===== src/rtl/mul_8bits_seq_pkg.sv =====
// mul_8bits_seq_pkg: shared widths and FSM state encoding for the sequential multiplier.
package mul_8bits_seq_pkg;
   localparam int MUL_W     = 8;
   localparam int MUL_STEPS = 8;
   localparam int MUL_CNT_W = 3;
   typedef enum logic [1:0] {
      MUL_IDLE = 2'd0,
      MUL_RUN  = 2'd1,
      MUL_DONE = 2'd2
   } state_e;
endpackage


===== src/rtl/mul_8bits_seq_adder.sv =====
// adder_8bits: 8-bit ripple adder used as the multiplier's add stage.
module adder_8bits
   import mul_8bits_seq_pkg::*;
(
   input  logic [MUL_W-1:0] a,
   input  logic [MUL_W-1:0] b,
   input  logic             ci,
   output logic [MUL_W-1:0] s,
   output logic             co
);
   assign {co, s} = a + b + {{(MUL_W-1){1'b0}}, ci};
endmodule


===== src/rtl/mul_8bits_seq.sv =====
// mul_8bits_seq: sequential shift-and-add 8x8 unsigned multiplier with start/done handshake.
// Define MUL_ZERO_BYPASS_EN to finish zero-operand requests in one cycle without entering RUN.
module mul_8bits_seq
   import mul_8bits_seq_pkg::*;
#(
   parameter int WIDTH = MUL_W,
   parameter int CNT_W = MUL_CNT_W
) (
   input  logic               clk,
   input  logic               rst_n,
   input  logic               start,
   input  logic [WIDTH-1:0]   a,
   input  logic [WIDTH-1:0]   b,
   output logic               busy,
   output logic               done,
   output logic [2*WIDTH-1:0] product
);
   state_e             state_q, state_d;
   logic [WIDTH-1:0]   m_q, m_d, acc_q, acc_d, q_q, q_d, addend, sum;
   logic               co;
   logic [CNT_W-1:0]   cnt_q, cnt_d;
   logic [2*WIDTH-1:0] prod_q, prod_d;
   logic               busy_q, busy_d, done_q, done_d;

   assign addend = q_q[0] ? m_q : '0;

   adder_8bits u_add (.a(acc_q), .b(addend), .ci(1'b0), .s(sum), .co(co));

   always_comb begin
      state_d = state_q;
      m_d     = m_q;
      acc_d   = acc_q;
      q_d     = q_q;
      cnt_d   = cnt_q;
      prod_d  = prod_q;
      case (state_q)
         MUL_IDLE: if (start) begin
            m_d     = a;
            q_d     = b;
            acc_d   = '0;
            cnt_d   = '0;
            state_d = MUL_RUN;
`ifdef MUL_ZERO_BYPASS_EN
            if (a == '0 || b == '0) begin
               state_d = MUL_DONE;
               prod_d  = '0;
            end
`endif
         end
         MUL_RUN: begin
            // carry-out shifts into the top of A, so no partial-product bit is lost
            acc_d = {co, sum[WIDTH-1:1]};
            q_d   = {sum[0], q_q[WIDTH-1:1]};
            cnt_d = cnt_q + CNT_W'(1);
            if (cnt_q == CNT_W'(WIDTH-1)) begin
               state_d = MUL_DONE;
               prod_d  = {co, sum, q_q[WIDTH-1:1]};
            end
         end
         default: state_d = MUL_IDLE;
      endcase
      busy_d = (state_d == MUL_RUN);
      done_d = (state_d == MUL_DONE);
   end

   always_ff @(posedge clk or negedge rst_n) begin
      if (!rst_n) begin
         state_q <= MUL_IDLE;
         m_q     <= '0;
         acc_q   <= '0;
         q_q     <= '0;
         cnt_q   <= '0;
         prod_q  <= '0;
         busy_q  <= 1'b0;
         done_q  <= 1'b0;
      end else begin
         state_q <= state_d;
         m_q     <= m_d;
         acc_q   <= acc_d;
         q_q     <= q_d;
         cnt_q   <= cnt_d;
         prod_q  <= prod_d;
         busy_q  <= busy_d;
         done_q  <= done_d;
      end
   end

   assign busy    = busy_q;
   assign done    = done_q;
   assign product = prod_q;
endmodule


===== config.mk =====
export PLATFORM = sky130hd
export DESIGN_NAME = mul_8bits_seq
export DESIGN_NICKNAME = d
export VERILOG_FILES = /design/src/rtl/mul_8bits_seq_pkg.sv /design/src/rtl/mul_8bits_seq_adder.sv /design/src/rtl/mul_8bits_seq.sv
export SDC_FILE = /design/constraint.sdc
export NUM_CORES = 1
export LEC_CHECK = 0
export CAP_MARGIN = 10
export CORE_MARGIN = 2
export CORE_UTILIZATION = 50
export CTS_CLUSTER_SIZE = 30
export DETAILED_ROUTE_END_ITERATION = 12
export GPL_TIMING_DRIVEN = 0
export PLACE_DENSITY = 0.76
export SLEW_MARGIN = 20
export SYNTH_ARGS = -nofsm -noshare
export SYNTH_HDL_FRONTEND = slang
export SYNTH_HIERARCHICAL = 1
export SYNTH_SLANG_ARGS = --single-unit

===== constraint.sdc =====
create_clock -name clk -period 6.9 [get_ports clk]
set_input_delay 0.69 -clock clk [delete_from_list [all_inputs] [get_ports clk]]
set_output_delay 0.69 -clock clk [all_outputs]
set_load 0.01 [all_outputs]

-- After elaboration in Yosys (flattened, before gate mapping)
Cells that the tools add are included.
- input bits: 19
- logic and storage cells: 30
- register bits after elaboration: 47
- muxes and demuxes: 10
- equality and inequality tests: 5
- add/sub/neg operators: 2
- reductions and logical operators: 5
- operators by type and width (cell ; number):
    one-hot mux 8 bit (2 select lines) ; 2
    2-to-1 mux 8 bit ; 3
    adder 8 x 8 -> 9 bit ; 1
    one-hot mux 3 bit (2 select lines) ; 1
    AND reduction 2 bit ; 3
    == test 2 x 1 -> 1 bit (second input constant) ; 2
    2-to-1 mux 2 bit ; 2
    one-hot mux 2 bit (2 select lines) ; 1
    adder 3 x 1 -> 3 bit (second input constant) ; 1
    == test 3 bit (second input constant) ; 1
    2-to-1 mux 3 bit ; 1
    == test 2 bit (second input constant) ; 1
    logical NOT 2 bit ; 1
    inequality test 2 bit (second input constant) ; 1
    nonzero test 2 bit ; 1

-- Logic depth before layout (Yosys ltp)
- word-level depth: 4
- mapped depth: 7

-- Modules after synthesis
The synthesis kept the hierarchy.
- by module, submodules not included (module ; cells an instance ; instances ; area an instance (µm²) ; seq. area each (µm²)):
    mul_8bits_seq ; 138 ; 1 ; 1871.8 ; 1176.1
    adder_8bits ; 40 ; 1 ; 331.6 ; 0.0

-- Worst setup path before layout
No wires, ideal clock.
- kind: register to register
- start: reg q_q[0]
- end: reg prod_q[15] (netlist: product[15])
- cell stages (with the launch flop): 8
- path slack: 4.697 ns
- library setup time: 0.125 ns
- data required time: 6.775 ns
- buffers on the path: 0
- arrival: 2.078 ns
- cell sequence: dfrtp_1 and2_1 fa_1 fa_1 a21oi_1 o21a_1 o21ai_0 mux2_2
- longest elaborated chain between the ends: 2
- ends and longest elaborated chain (item ; RTL line ; source):
    start, declared ; mul_8bits_seq.sv:19 ; logic [WIDTH-1:0] m_q, m_d, acc_q, acc_d, q_q, q_d, addend, sum;
    start signal, assigned ; mul_8bits_seq.sv:80 ; q_q <= q_d;
    2-to-1 mux 8 bit ; mul_8bits_seq.sv:25 ; assign addend = q_q[0] ? m_q : '0;
    named net addend[0] ; mul_8bits_seq.sv:19 ;
    adder 8 x 8 -> 9 bit ; mul_8bits_seq_adder.sv:11 ; assign {co, s} = a + b + {{(MUL_W-1){1'b0}}, ci};
    named net co ; mul_8bits_seq.sv:20 ; logic co;
    end signal, assigned ; mul_8bits_seq.sv:82 ; prod_q <= prod_d;
    end, declared ; mul_8bits_seq.sv:22 ; logic [2*WIDTH-1:0] prod_q, prod_d;
The timed path passes the listed nets, and every way through them passes these cells.
A chain may end at the register's enable or synchronous reset.

-- Worst setup path after layout
Ends and elaborated chain as after synthesis.

==> metrics <==
outcome=finished clean; area leader, netlist=dfrtp_1; initial antenna violation count=0; fin crit share=0.3637; Final ANT Viol Nets=0; PwrDens=about 510 mW/mm^2; Yosys reg bits=47; simple-gate share of the synthesized area=0.07269; mapped cell area=approximately 0.0022 sq mm; Synth area leaders=dfrtp_1 (53%), mux2_2 (7.7%), ha_1 (5.1%), mux2_1 (4.6%), o22ai_1 (4.5%); Fmax=around 0.4 GHz; CP cell instances=and2_1 -> fa_1 -> fa_1 -> a21oi_1 -> o21a_1 -> o21ai_0 -> mux2_2; vias per cell=5.622; CP Launch Type=flip-flop; Area Overhead vs Synth=25.04%; critical path required time=7080 ps; clk_skew=roughly 8.2 ps; Post-synth ARST share=1.000; HPWL after DPL=between 2 and 3 mm; GP Congestion=0.7130; crit-path max FO=10; Seq/Total Area, Yosys=0.5338; M3 GR Usage=0.04762; worst skew pair latency=300 ps; DIE HEIGHT=just over 70 um; vias in the first global route=around 1500; first-pass GRT wire length=between 7 and 8 mm; share of cells above drive strength 1=0.1435; I/O pins=37; Yosys top cell area share=0.5338; clock slew at reported path FFs=90 ps; Worst setup EP type=flip-flop; CP peak stage delay=slightly above 500 ps; drt wl/cell=~15 um; crit path DAT=roughly 2700 ps; Mean Syn Cell Area=between 10 and 15 sq um; Fill cells=345; synth cell count leaders=dfrtp_1 (47), o22ai_1 (16), mux2_2 (15), a21oi_1 (13), a22o_1 (10); Gate Count Post-Synth=178; max_cap viols=0; CTS tree=built; maximum root-to-sink buffer count=2; core area=0.004294 sq mm; Crit-path slowest cell=dfrtp_1; RSZ-0062 raised after global routing=false; Post-synth EDFFs=0; global-route usage over all layers=0.1795; Resized cells post-CTS=0; # hold bufs at CTS=0; Sink Count=47; largest family of logic cells by synthesized area=compound AO/OA/AOI/OAI gates; final setup fails=0; max-slew violations=0; TNS Setup=0 ps; Clock Tree Root=clkbuf_8; fraction of synthesized cell area in xor and xnor cells=0.01590; Max transition margin=0.6165; top_reg_cell synth=dfrtp_1; most frequent cell after synthesis=dfrtp_1; largest net degree at the start of global routing=25; Detailed Route Iter0 Violations=60; Tot Pwr=approximately 1.4 mW; Compound-Gate Fraction of Synth Area=0.1579; slew at the pin with the worst max-slew slack=575.3 ps; nets=between 200 and 300; FP Rows=24; WL final=approximately 4.1 mm; Most Crowded Layer GR=met2; vias post-DR=about 1500; Initial Util=0.5131; Hold WC Path Type=in -> async; total CTS buffers=5; DRC Markers=0; most used cell, CP=fa_1; GR Layer Usage met1=0.2459; Antenna Cells=0; crit path kind=reg -> reg; Post-CTS Repair Setup Buffers=0; gr ovfl total=0; die area=around 0.0050 sq mm; post-synthesis mux area share=0.1227; die width=between 70 and 80 um; Final Hold Viols=0; Top Family by Delay on Critical Path=adder cells; Reg2Reg Setup Slack=about 4400 ps; min Tclk post-route=roughly 2500 ps; VDD IR-drop max=0.2945 mV; synth warn=6; met2 usage=0.2851; Leakage=between 1 and 1.5 nW; Crit path buffers/inverters=0; Post-Syn Nets=around 210; Buffers on Ports=36; Post-Synth Adder-Cell Area=0.06928; TritonRoute pass-1 iters=4; CTS H-tree lvls=2; post-synth cell types=38
registers in the layout, indices dropped and copies added (netlist names):
signal,cells
busy,1
cnt_q,3
state_q,2
product,16
m_q,8
q_q,8
done,1
acc_q,8
power breakdown:
| part | switching (mW) | total (mW) | internal [mW] |
|---|---|---|---|
| Combinational | 0.335 | 0.726 | 0.390 |
| Clock | 0.0903 | 0.181 | 0.0912 |
| Sequential | 0.0845 | 0.495 | 0.410 |
kinds of logic (layout without fill, tap and decap cells):
family                   count (synthesis)  count (layout)
AO/OA/AOI/OAI                           51              51
XOR/XNOR                                 4               4
adder cells (fa/ha/maj)                 11              11
buffers and inverters                   13              58
flip-flops                              47              47
multiplexers                            24              24
other                                    1               1
AND/OR/NAND/NOR                         27              27
worst reg2reg max path, cell delays in order (launching register included):
cell and delay [ps]:
dfrtp_1 510, and2_1 210, fa_1 440, fa_1 410
a21oi_1 230, o21a_1 200, o21ai_0 120, mux2_2 270
layer usage:
metal | up-vias | share of wire
li1 | 740 | -
met1 | 761 | 0.47
met2 | 39 | 0.46
met3 | 6 | 0.055
met4 | 0 | 0.012
met5 | - | 0
stage by stage:
step	area, sq um	cells	util	setup WS (ps)	hold slack [ps]
after CTS	2755	275	0.6416	4377	403.7
after global routing	2755	275	0.6416	4253	422.3
after global placement	2629	266	0.6122	3821	475.4
final	2755	275	0.6416	4391	377.6
after detailed placement	2651	267	0.6174	4399	482.0
after floorplan	2203	178	-	4697	394.4
layout by cell type (no fill, tap or decap), types with 2 or more instances in the layout:
| cell | count |
|---|---|
| a21o_1 | 2 |
| a21oi_1 | 13 |
| a22o_1 | 10 |
| a311o_1 | 2 |
| and2_1 | 8 |
| buf_2 | 2 |
| clkbuf_1 | 4 |
| clkbuf_8 | 7 |
| clkdlybuf4s50_1 | 35 |
| dfrtp_1 | 47 |
| fa_1 | 2 |
| ha_1 | 9 |
| inv_1 | 5 |
| mux2_1 | 9 |
| mux2_2 | 15 |
| nand2_1 | 3 |
| nand2b_1 | 3 |
| nand3_1 | 2 |
| nor2_1 | 2 |
| nor2b_1 | 2 |
| o21ai_0 | 2 |
| o21bai_1 | 2 |
| o22ai_1 | 16 |
| xnor2_1 | 2 |
| xor2_1 | 2 |
final cells by class:
cell class | count | area (sq um) | share of cell area
flip-flops and latches | 47 | 1176 | 0.4269
multi-input cells | 118 | 969.7 | 0.3520
repair buffers | 37 | 382.9 | 0.1390
clock buffers | 7 | 96.34 | 0.03497
well taps | 52 | 65.06 | 0.02361
plain buffers | 6 | 31.28 | 0.01135
inverters | 7 | 26.28 | 0.009537
clock inverters | 1 | 7.507 | 0.002725
worst paths after layout:
kind                                        start  cells past startpoint                       to
setup / recovery               q_q[0]$_DFFE_PN0P_                      7  product[15]$_DFFE_PN0P_
hold / removal                              rst_n                      1   product[2]$_DFFE_PN0P_
setup reg to reg               q_q[0]$_DFFE_PN0P_                      7  product[15]$_DFFE_PN0P_
hold reg to reg            product[5]$_DFFE_PN0P_                      1   product[5]$_DFFE_PN0P_
max in group asynchronous                   rst_n                      2     cnt_q[1]$_DFFE_PN0P_
min in group clk           product[5]$_DFFE_PN0P_                      1   product[5]$_DFFE_PN0P_
Power figures use the tool's default switching activity.
